<file path="config.mk">
export PLATFORM = sky130hd
export DESIGN_NAME = keypad_emulator
export DESIGN_NICKNAME = d
export VERILOG_FILES = /design/src/rtl/keypad_pkg.sv /design/src/rtl/keypad_code_map.sv /design/src/rtl/keypad_emulator.sv
export SDC_FILE = /design/constraint.sdc
export NUM_CORES = 1
export LEC_CHECK = 0
export BUFFER_PORTS_ARGS = -buffer_cell sky130_fd_sc_hd__buf_2
export CAP_MARGIN = 10
export CELL_PAD_IN_SITES_DETAIL_PLACEMENT = 1
export CELL_PAD_IN_SITES_GLOBAL_PLACEMENT = 2
export CORE_MARGIN = 2
export CORE_UTILIZATION = 29
export DETAILED_ROUTE_END_ITERATION = 8
export PLACE_DENSITY_LB_ADDON = 0.05
export REMOVE_ABC_BUFFERS = 1
export SYNTH_ARGS = -nofsm -noshare
export SYNTH_HDL_FRONTEND = slang
export SYNTH_SLANG_ARGS = --single-unit
</file>
<file path="constraint.sdc">
create_clock -name clk -period 2.2 [get_ports clk]
set_input_delay 0.44 -clock clk [delete_from_list [all_inputs] [get_ports clk]]
set_output_delay 0.44 -clock clk [all_outputs]
set_load 0.01 [all_outputs]
</file>
<file path="src/rtl/keypad_pkg.sv">
// Shared constants and types for the 4x3 matrix keypad emulator and its code map.
package keypad_pkg;

    localparam int unsigned CODE_W = 4;
    localparam int unsigned ROW_W  = 4;
    localparam int unsigned COL_W  = 3;

    localparam logic [CODE_W-1:0] KEY_HASH = 4'd11;
    localparam logic [CODE_W-1:0] KEY_STAR = 4'd12;
    localparam logic [CODE_W-1:0] KEY_NONE = 4'd15;

    // One-hot row strobes, top row first
    localparam logic [ROW_W-1:0] ROW_1 = 4'b1000;
    localparam logic [ROW_W-1:0] ROW_2 = 4'b0100;
    localparam logic [ROW_W-1:0] ROW_3 = 4'b0010;
    localparam logic [ROW_W-1:0] ROW_4 = 4'b0001;

    // One-hot column sense lines, left column first
    localparam logic [COL_W-1:0] COL_L = 3'b100;
    localparam logic [COL_W-1:0] COL_M = 3'b010;
    localparam logic [COL_W-1:0] COL_R = 3'b001;

    typedef enum logic [1:0] {
        IDLE  = 2'd0,
        PRESS = 2'd1,
        GAP   = 2'd2
    } state_t;

endpackage

</file>
<file path="src/rtl/keypad_code_map.sv">
// Combinational key code to {row strobe, column line, code valid} lookup.
module keypad_code_map
    import keypad_pkg::*;
(
    input  logic [CODE_W-1:0] code,
    output logic [ROW_W-1:0]  row,
    output logic [COL_W-1:0]  col,
    output logic              code_ok
);

    always_comb begin
        row     = '0;
        col     = '0;
        code_ok = 1'b0;
        case (code)
            4'd1:     begin row = ROW_1; col = COL_L; code_ok = 1'b1; end
            4'd2:     begin row = ROW_1; col = COL_M; code_ok = 1'b1; end
            4'd3:     begin row = ROW_1; col = COL_R; code_ok = 1'b1; end
            4'd4:     begin row = ROW_2; col = COL_L; code_ok = 1'b1; end
            4'd5:     begin row = ROW_2; col = COL_M; code_ok = 1'b1; end
            4'd6:     begin row = ROW_2; col = COL_R; code_ok = 1'b1; end
            4'd7:     begin row = ROW_3; col = COL_L; code_ok = 1'b1; end
            4'd8:     begin row = ROW_3; col = COL_M; code_ok = 1'b1; end
            4'd9:     begin row = ROW_3; col = COL_R; code_ok = 1'b1; end
            KEY_STAR: begin row = ROW_4; col = COL_L; code_ok = 1'b1; end
            4'd0:     begin row = ROW_4; col = COL_M; code_ok = 1'b1; end
            KEY_HASH: begin row = ROW_4; col = COL_R; code_ok = 1'b1; end
            default:  ;
        endcase
    end

endmodule

</file>
<file path="src/rtl/keypad_emulator.sv">
// Emulates a pressed key on a row-scan/column-sense keypad: follows the scanner's
// row strobes, holds the press for HOLD_SCANS visits, then idles GAP_SCANS scans.
module keypad_emulator
    import keypad_pkg::*;
#(
    parameter int unsigned HOLD_SCANS  = 4,
    parameter int unsigned GAP_SCANS   = 2,
    parameter int unsigned TIMEOUT_CYC = 200000
) (
    input  logic              clk,
    input  logic              rst,
    input  logic              cmd_valid,
    output logic              cmd_ready,
    input  logic [CODE_W-1:0] cmd_code,
    input  logic [ROW_W-1:0]  row_in,
    output logic [COL_W-1:0]  col_out,
    output logic              busy,
    output logic              done,
    output logic              err
);

    localparam int unsigned HOLD_W = $clog2(HOLD_SCANS + 1);
    localparam int unsigned GAP_W  = $clog2(GAP_SCANS + 1);
    localparam int unsigned TO_W   = $clog2(TIMEOUT_CYC + 1);

    localparam logic [HOLD_W-1:0] HOLD_MAX  = HOLD_W'(HOLD_SCANS);
    localparam logic [GAP_W-1:0]  GAP_MAX   = GAP_W'(GAP_SCANS);
    localparam logic [GAP_W-1:0]  GAP_LAST  = GAP_W'(GAP_SCANS - 1);
    localparam logic [TO_W-1:0]   TO_LAST   = TO_W'(TIMEOUT_CYC - 1);

    state_t             state;
    logic [ROW_W-1:0]   key_row;
    logic [COL_W-1:0]   key_col;
    logic               hit_d;
    logic               row1_d;
    logic [HOLD_W-1:0]  hold_cnt;
    logic [GAP_W-1:0]   gap_cnt;
    logic [TO_W-1:0]    to_cnt;

    logic [ROW_W-1:0]   map_row;
    logic [COL_W-1:0]   map_col;
    logic               map_ok;

    keypad_code_map u_code_map (
        .code    (cmd_code),
        .row     (map_row),
        .col     (map_col),
        .code_ok (map_ok)
    );

    // Exact compare: idle (0000) or multi-hot row drive never matches a one-hot key row
    logic hit;
    logic visit;
    logic row1_hit;
    logic gap_visit;
    logic to_expire;

    assign hit       = (row_in == key_row);
    assign visit     = hit && !hit_d;
    assign row1_hit  = (row_in == ROW_1);
    assign gap_visit = row1_hit && !row1_d;
    assign to_expire = (to_cnt == TO_LAST);

    always_ff @(posedge clk) begin
        if (rst) begin
            state     <= IDLE;
            key_row   <= '0;
            key_col   <= '0;
            hit_d     <= 1'b0;
            row1_d    <= 1'b0;
            hold_cnt  <= '0;
            gap_cnt   <= '0;
            to_cnt    <= '0;
            cmd_ready <= 1'b1;
            col_out   <= '0;
            busy      <= 1'b0;
            done      <= 1'b0;
            err       <= 1'b0;
        end else begin
            done   <= 1'b0;
            err    <= 1'b0;
            row1_d <= row1_hit;
            case (state)
                IDLE: begin
                    col_out <= '0;
                    if (cmd_valid && cmd_ready) begin
                        if (map_ok) begin
                            key_row   <= map_row;
                            key_col   <= map_col;
                            hit_d     <= 1'b0;
                            hold_cnt  <= '0;
                            gap_cnt   <= '0;
                            to_cnt    <= '0;
                            busy      <= 1'b1;
                            cmd_ready <= 1'b0;
                            state     <= PRESS;
                        end else begin
                            err <= 1'b1;
                        end
                    end
                end

                PRESS: begin
                    hit_d <= hit;
                    if (!visit && to_expire) begin
                        to_cnt    <= '0;
                        col_out   <= '0;
                        busy      <= 1'b0;
                        cmd_ready <= 1'b1;
                        err       <= 1'b1;
                        state     <= IDLE;
                    end else begin
                        if (visit) begin
                            to_cnt <= '0;
                            if (hold_cnt != HOLD_MAX) begin
                                hold_cnt <= hold_cnt + HOLD_W'(1);
                            end
                        end else begin
                            to_cnt <= to_cnt + TO_W'(1);
                        end
                        // Release only once the last held strobe has ended
                        if (hold_cnt == HOLD_MAX && !hit) begin
                            col_out <= '0;
                            state   <= GAP;
                        end else begin
                            col_out <= hit ? key_col : '0;
                        end
                    end
                end

                GAP: begin
                    col_out <= '0;
                    if (gap_visit) begin
                        to_cnt <= '0;
                        if (gap_cnt == GAP_LAST) begin
                            busy      <= 1'b0;
                            cmd_ready <= 1'b1;
                            done      <= 1'b1;
                            state     <= IDLE;
                        end else if (gap_cnt != GAP_MAX) begin
                            gap_cnt <= gap_cnt + GAP_W'(1);
                        end
                    end else if (to_expire) begin
                        to_cnt    <= '0;
                        busy      <= 1'b0;
                        cmd_ready <= 1'b1;
                        err       <= 1'b1;
                        state     <= IDLE;
                    end else begin
                        to_cnt <= to_cnt + TO_W'(1);
                    end
                end

                default: begin
                    col_out   <= '0;
                    busy      <= 1'b0;
                    cmd_ready <= 1'b1;
                    state     <= IDLE;
                end
            endcase
        end
    end

endmodule

</file>
Word-level counts from Yosys, hierarchy flattened --
Index checks and enable logic that the tools add are counted.
Word-level totals: flip-flop bits (word level) 41, bits of input ports 11, output and inout bits 7, word-level logic and storage cells 135
Operators by class: add/subtract/negate cells 3, eq/ne operators 32, muxes and demuxes 52, bitwise logic cells 4, reduce and logical (&&, ||, !) cells 31
Operator list (number):
- 18-bit 2-to-1 mux | 6
- 18-bit case mux with 3 select lines | 1
- 2-bit 2-to-1 mux | 12
- 4-bit equality test, second input constant | 5
- 2-bit != test, second input constant | 10
- 1-bit 2-to-1 mux | 19
- 18-bit by 1-bit adder with 18-bit output, second input constant | 1
- 18-bit equality test, second input constant | 1
- 4-bit by 3-bit equality test with 1-bit output, second input constant | 4
- 4-bit case mux with 4 select lines | 1
- 3-bit 2-to-1 mux | 5
- 3-bit OR reduction | 5
- 3-bit != test, second input constant | 4
- 6-bit AND reduction | 2
- 12-bit OR reduction | 1
- 4-bit OR reduction | 3
- 5-bit AND reduction | 2
- 1-bit case mux with 3 select lines | 3
- 3-bit case mux with 3 select lines | 1
- 3-bit AND reduction | 3
- 4-bit by 2-bit equality test with 1-bit output, second input constant | 2
- 2-bit case mux with 3 select lines | 1
- 3-bit case mux with 2 select lines | 1
- 1-bit logical AND | 5
- 16 further kinds | 24

Longest topological paths before layout --
Gate-level depths: netlist of the first run.
depth after elaboration 6, gate-level depth with buffers 9, depth with buffers taken out 7

Cells and area by module --
A second synthesis of the first run with hierarchy kept.
Second synthesis, totals: cell total of the unflattened synthesis 263, area, all modules 2219.6 µm²
By module, submodules not included:
- keypad_emulator | times used 1, cells each 240, area each 2059.5 µm²
- keypad_code_map | times used 1, cells each 23, area each 160.2 µm²

Worst setup path before layout of the first run --
Ideal clock, no wire load.
kind input to register, from in row_in[1], to reg to_cnt[2], data arrival time 1925 ps, data required time 2062 ps, setup slack 137 ps, stages on the path 6, path buffers 1, cell sequence or4b_1 > o21ai_1 > o211ai_2 > a21oi_2 > buf_4 > nor3_1
On the way: longest elaborated chain between the ends 6, elaborated cells on any way between the ends 10, those cells by class eq/ne: 2; mux: 4; reduce/logical: 4
Ends and longest elaborated chain:
- start: declaration | RTL line keypad_emulator.sv:15 | input logic [ROW_W-1:0] row_in,
- 4-bit equality test | RTL line keypad_emulator.sv:58 | assign hit = (row_in == key_row);
- 1-bit logical AND | RTL line keypad_emulator.sv:59 | assign visit = hit && !hit_d;
- 1-bit zero test | RTL line keypad_emulator.sv:105 | if (!visit && to_expire) begin
- 1-bit logical AND | RTL line keypad_emulator.sv:105
- 18-bit 2-to-1 mux | RTL line keypad_emulator.sv:105
- 18-bit case mux with 3 select lines * | RTL line keypad_emulator.sv:83 | case (state)
- end signal: assignment | RTL line keypad_emulator.sv:119 | to_cnt <= to_cnt + TO_W'(1);
- end signal: assignment | RTL line keypad_emulator.sv:150 | to_cnt <= to_cnt + TO_W'(1);
- end: declaration | RTL line keypad_emulator.sv:38 | logic [TO_W-1:0] to_cnt;
Every way passes the cells marked *; elsewhere a longest branch is shown, timed or not. A chain may end at the register's enable or synchronous reset.

Worst setup path after layout of the first run --
from reg state[1], to reg to_cnt[11]
On the way: longest elaborated chain between the ends 3, elaborated cells on any way between the ends 8, those cells by class eq/ne: 4; mux: 1; reduce/logical: 3
Ends and longest elaborated chain:
- start: declaration | RTL line keypad_emulator.sv:31 | state_t state;
- start signal: assignment | RTL line keypad_emulator.sv:66 | state <= IDLE;
- start signal: assignment | RTL line keypad_emulator.sv:96 | state <= PRESS;
- start signal: assignment | RTL line keypad_emulator.sv:111 | state <= IDLE;
- 2-bit equality test, or another cell as far along | RTL line keypad_emulator.sv:83
- 3-bit nonzero test (no line) or 2-bit != test (tied branches)
- 3-bit AND reduction (no line)
Parallel ways exist; a longest one is shown, timed or not.

==> results of run 1 <==
==> worst register-to-register path, delay by kind of cell (launching register included) <==
| family | cells | cell delay [ns] |
|---|---|---|
| AOI/OAI and AO/OA | 3 | 0.81 |
| DFF | 1 | 0.36 |
| and+or+nand+nor | 2 | 0.34 |
| buffers and inverters | 2 | 0.26 |
| adders and majority gates | 1 | 0.22 |
==> state kept, by name (all words and copies together), names as in the netlist <==
name       count
hit_d          1
to_cnt        18
busy           1
key_row        4
err            1
gap_cnt        2
state          2
cmd_ready      1
key_col        3
col_out        3
hold_cnt       3
row1_d         1
done           1
==> cells by family (layout without fill, tap and decap cells) <==
kind of cell               after synthesis  after routing  share of synthesized area
buffers and inverters                   28             66                    0.05375
muxes                                    6              6                    0.02738
adders and majority gates                9              9                    0.04564
xor gates and xnor gates                17             17                    0.06034
DFF                                     41             41                     0.3327
AOI/OAI and AO/OA                       58             58                     0.1608
and+or+nand+nor                        135            135                     0.3195
==> timing repair <==
action | in CTS | in global routing
setup endpoints to repair | 0 | 3
buffers inserted | 0 | 0
resized for setup | 0 | 3
==> worst paths after layout <==
path,slack (ns),endpoint,from
worst max register to register,0.12,to_cnt[11],state[1]
worst min register to register,0.49,busy,busy
worst max-delay path,0.12,to_cnt[11],state[1]
worst min-delay path,0.49,busy,busy
==> power by group <==
part	internal, uW	switching, uW	total, uW
sequential	796	41.0	837
combinational	375	504	878
clock	340	300	640
==> final cells by class <==
| cell class | instances | area (um2) | share of cell area |
|---|---|---|---|
| Clock inverter | 3 | 46.29 | 0.01564 |
| Sequential cell | 41 | 820.8 | 0.2773 |
| Tap cell | 105 | 131.4 | 0.04438 |
| Inverter | 15 | 56.30 | 0.01902 |
| Timing Repair Buffer | 43 | 305.3 | 0.1031 |
| Multi-Input combinational cell | 225 | 1531 | 0.5173 |
| Clock buffer | 5 | 68.82 | 0.02325 |
==> per-layer routing <==
layer,vias to the layer above,wire length (um)
li1,1144,-
met1,1078,3519
met2,27,2993
met3,7,179
met4,0,76
met5,-,0
==> cells in the mapped netlist, types with 3 or more instances <==
library cell | n | area, um2
a211oi_1 | 5 | 37.54
a21oi_1 | 13 | 65.06
a311oi_1 | 3 | 26.28
and2_1 | 6 | 37.54
buf_6 | 3 | 33.78
clkbuf_1 | 6 | 22.52
dfxtp_1 | 41 | 820.8
ha_1 | 9 | 112.6
inv_1 | 15 | 56.30
mux2i_1 | 3 | 30.03
nand2_1 | 22 | 82.58
nand2b_1 | 9 | 56.30
nand3_1 | 9 | 45.04
nand4_1 | 13 | 81.33
nor2_1 | 26 | 97.59
nor3_1 | 14 | 70.07
nor3_2 | 9 | 90.09
nor4_1 | 6 | 37.54
o211ai_1 | 3 | 22.52
o21a_1 | 3 | 22.52
o21ai_0 | 9 | 45.04
or2_2 | 3 | 18.77
xnor2_1 | 10 | 87.58
xor2_1 | 7 | 61.31
==> placed cells by master, fill, tap and decap left out, drive strengths merged, types with 6 or more instances in the layout <==
cell type,instances
xnor2,10
inv,15
nand2,22
nor4,8
and2,6
ha,9
nor3,23
nor2,26
xor2,7
a21oi,14
nand3,9
nand2b,9
dfxtp,41
o21ai,10
buf,43
nand4,13
==> stage by stage <==
stage               instance area, um2  power [uW]
global route                      2960        2512
floorplan                         2391        1320
finish                            2960        2355
CTS                               2943        2400
global placement                  2828        1740
detailed placement                2828        1743
==> out/metrics.cfg, run 1 <==
[final_layout]
post-route-util = 0.3603
areaGrowthSynthToFinish_pct = 19.98
nFillCells = 989
nets = 351
final_cells = 437
drive_gt1_frac = 0.2169
antenna_cells = 0

[yosys]
syn_inst = 294
netlist_area_um2 = 2467
synth-seq-cells = 41
async_reset_ff_frac = 0
yosysWarnings = 0
yosys_most_used_dff = dfxtp_1
synth_edf_count = 0
ys_types = 56
ys_seq_area_frac = 0.3327
syn_area_per_cell_um2 = 8.392

[worst_setup_path]
crit_cells = 8
path_cells = inv_1 -> ha_1 -> a21boi_0 -> a311o_1 -> buf_12 -> nor3_4 -> nand4_1 -> a311oi_1
crit_family = compound AO/OA/AOI/OAI gates
start_kind = flop
cp_slowest_cell = a311o_1
critical_path_arrival_ns = 2.29
cp-end-kind = flop
path_max_fanout = 18
cp.required_ns = 2.40
crit_type = reg -> reg
worst-path-buf-inv = 2
max_stage_delay_ns = 0.38
ff2ff_path_depth = 8

[power]
ir_drop_v = 0.0003004
cellPowerDensity_nw_per_um2 = 795.6
leakagePower_uw = 0.001053

[timing]
final.setup.tns_ns = 0
setup_violations = 0
fin_hold_ws_ns = 0.4852
slew_viol_final = 0
hold_violations = 0
rsz0062_at_grt = false
tightestPinTransition_ns = 0.6317
worst_clock_skew_ns = 0.007051
slew-limit-headroom = 0.5789
min_period_ns = 2.083
timing.fmax_mhz = 480.0
fin_crit_sh = 0.9470
fin_ws_ns = 0.1167

[placement]
port_buffers = 17
pre_cts_ws_ns = -0.03776
hpwl_um = 5003
place_congestion = 0.7900
dp.cells = 429

[clock_tree]
cts-root-buf = clkbuf_8
cts_tree = yes
cts.sinks = 41
hold_buffers = 0
cts-buffers-inserted = 5
clockBufferDepth = 2
htreeDepth = 2
path_clk_slew_ns = 0.09
clk_latency_ns = 0.30

[global_routing]
grt_pass1_vias = 2271
track_usage = 0.1598
grt_use_met2 = 0.2552
antenna_found_initial = 0
use_met3 = 0.02662
top_usage_layer = met2
grt_max_degree = 35
grt_pass1_wl_um = 11390
grt_overflow = 0
met1_usage = 0.2205

[die]
die_x_um = 96.24
core_area_um2 = 8217
row_count = 33
dieArea_um2 = 9262
die_y_um = 96.24
boundaryPins = 18
initial_utilization = 0.3003

[detailed_routing]
wl_per_cell_um = 15.49
drt_first_pass_iters = 4
drt-initial-drc-count = 73
ant_nets = 0
via_count = 2256
drcViolationCount = 0
vias_per_cell = 5.162
drt_wl_total_um = 6768

[outcome]
outcome = completed

[worst_hold_path]
hold_path_class = reg -> reg
min_path_cells = 2

[job]
drv_cap = 0

(Power assumes the default switching activity.)
==> inputs of run 2 (changes only) <==
clock period = 1.95 ns   (was 2.2 ns; I/O delays follow)
==> run 2 against run 1 <==
Critical path depth is 1 higher. Total power is 24% higher. Flip-flop and latch count stayed put. Sequential power is 12% higher. Cell count is 7.6% higher. Non-clock buffer count is 33 higher. First-iteration DRC count is 15% higher. Combinational power is 29% higher. Die area stayed put. Via count is 5.5% higher. Clock skew is 0.0038 ns higher. Critical path type unchanged.
==> out/metrics.cfg, run 2 (same netlist as run 1, synthesis figures left out) <==
[outcome]
outcome = completed

[die]
row_count = 33  ; unchanged
dieArea_um2 = 9262  ; unchanged
die_x_um = 96.24  ; unchanged
die_y_um = 96.24  ; unchanged
boundaryPins = 18  ; unchanged
core_area_um2 = 8217  ; unchanged
initial_utilization = 0.3003  ; unchanged

[timing]
worst_clock_skew_ns = 0.01083  ; +0.003780 ns
final.setup.tns_ns = 0  ; unchanged
fin_ws_ns = 0.09299  ; -0.02368 ns
setup_violations = 0  ; unchanged
min_period_ns = 1.857  ; -0.2263 ns
fin_hold_ws_ns = 0.4462  ; -0.03893 ns
timing.fmax_mhz = 538.5  ; +12%
slew_viol_final = 0  ; unchanged
tightestPinTransition_ns = 0.5916  ; -0.04011 ns
fin_crit_sh = 0.9523  ; +0.005345
rsz0062_at_grt = true
slew-limit-headroom = 0.6056  ; +0.02674
hold_violations = 0  ; unchanged

[final_layout]
post-route-util = 0.4031  ; +0.04279
fin_area_um2 = 3312  ; +12%
areaGrowthSynthToFinish_pct = 34.23
regMostFlops = to_cnt
multiInputGateArea_um2 = 1607  ; +4.9%
nets = 384  ; +9.4%
nFillCells = 991  ; +0.20%
largest_reg_flops = 18  ; unchanged
antenna_cells = 0  ; unchanged
layout_commonest_cell = buf_4
final_cell_mix = buf_4 (57), dfxtp_1 (36), nor2_1 (25)
regArea_um2 = 827.0  ; +0.76%
drive_gt1_frac = 0.3288  ; +0.1119
reg_top3 = to_cnt (18), key_row (4)

[worst_setup_path]
critical_path_arrival_ns = 2.05  ; -0.24 ns
cp.required_ns = 2.15  ; -0.25 ns
path_max_fanout = 15  ; -3
cp-end-kind = flop
crit_type = reg -> reg
start_kind = flop

[detailed_routing]
drt-initial-drc-count = 84  ; +15%
drcViolationCount = 0  ; unchanged
via_count = 2379  ; +5.5%
drt_wl_total_um = 7205  ; +6.5%
wl_per_cell_um = 15.33  ; -1.0%
drt_first_pass_iters = 4  ; unchanged
ant_nets = 0  ; unchanged
vias_per_cell = 5.062  ; -2.0%

[clock_tree]
cts_tree = yes
htreeDepth = 2  ; unchanged
cts-buffers-inserted = 5  ; unchanged
hold_buffers = 0  ; unchanged
clockBufferDepth = 2  ; unchanged
cts-root-buf = clkbuf_8
cts.sinks = 41  ; unchanged
path_clk_slew_ns = 0.10  ; about the same
clk_latency_ns = 0.30  ; about the same

[global_routing]
antenna_found_initial = 0  ; unchanged
track_usage = 0.1664  ; +0.006544
grt_pass1_vias = 2418  ; +6.5%
grt_overflow = 0  ; unchanged
grt_max_degree = 33  ; -5.7%
grt_pass1_wl_um = 12070  ; +5.9%

[placement]
port_buffers = 17  ; unchanged
place_congestion = 0.7833  ; -0.85%
place_area_um2 = 3030  ; +7.2%
hpwl_um = 5238  ; +4.7%
pre_cts_ws_ns = -0.2742  ; -0.2364 ns

[power]
cellPowerDensity_nw_per_um2 = 884.3  ; +11%
leakagePower_uw = 0.001251  ; +19%
ir_drop_v = 0.0002695  ; -10%

[job]
drv_cap = 0  ; unchanged

[worst_hold_path]
hold_path_class = in -> reg

-- run 2: changes by cell type in the layout (fill, tap and decap cells not counted), sizes merged --
cell / delta
buf: +33
bufinv: +1
clkinv: -1
clkinvlp: -1
inv: +1
-- run 2: repair_timing --
item / in CTS / in global routing
pin swaps: 3 / 10
gates resized for setup: 12 / 11
gates cloned: 0 / 0
setup buffers: 0 / 6
endpoints found under the setup margin: 10 / 21
-- run 2: critical path, cell delays in order (launching register included) --
cell and delay [ns]:
dfxtp_2 0.35, inv_1 0.06, ha_2 0.18, a21boi_1 0.14
a311o_1 0.31, buf_12 0.17, buf_4 0.15, nor3_4 0.18
xnor2_1 0.14, nor3_1 0.06
-- run 2: layout make-up --
type                    instances  area share
inverters                      15     0.01700
flip-flops and latches         41      0.2497
well taps                     105     0.03967
clock inverters                 3     0.02078
multi-input cells             225      0.4851
repair buffers                 76      0.1670
clock buffers                   5     0.02078
-- run 2: path summary, 6_finish.rpt --
kind | cells past startpoint | start | endpoint | slack (ns)
worst max-delay path | 9 | state[0] | to_cnt[5] | 0.09
worst min register to register | 2 | busy | busy | 0.48
worst min-delay path | 3 | cmd_code[1] | key_col[1] | 0.45
worst max register to register | 9 | state[0] | to_cnt[5] | 0.09
-- run 2: metal layers --
metal,share of wire,global-route usage,vias up
li1,-,-,1214
met1,0.51,0.2298,1140
met2,0.47,0.2726,21
met3,0.020,0.02819,4
met4,0.0074,0.03214,0
met5,0,0,-
-- run 2: where the power goes --
group / internal, uW / switching, uW / total, uW / leakage, uW
sequential: 900 / 38.2 / 938 / 0.000334
clock: 516 / 347 / 863 / 0.0000687
combinational: 509 / 618 / 1130 / 0.000848
-- run 2: through the flow --
step | total power [uW] | instances
after floorplan | 1489 | 281
after global placement | 2047 | 456
after detailed placement | 2054 | 456
after CTS | 2947 | 464
after global routing | 3117 | 470
final | 2929 | 470
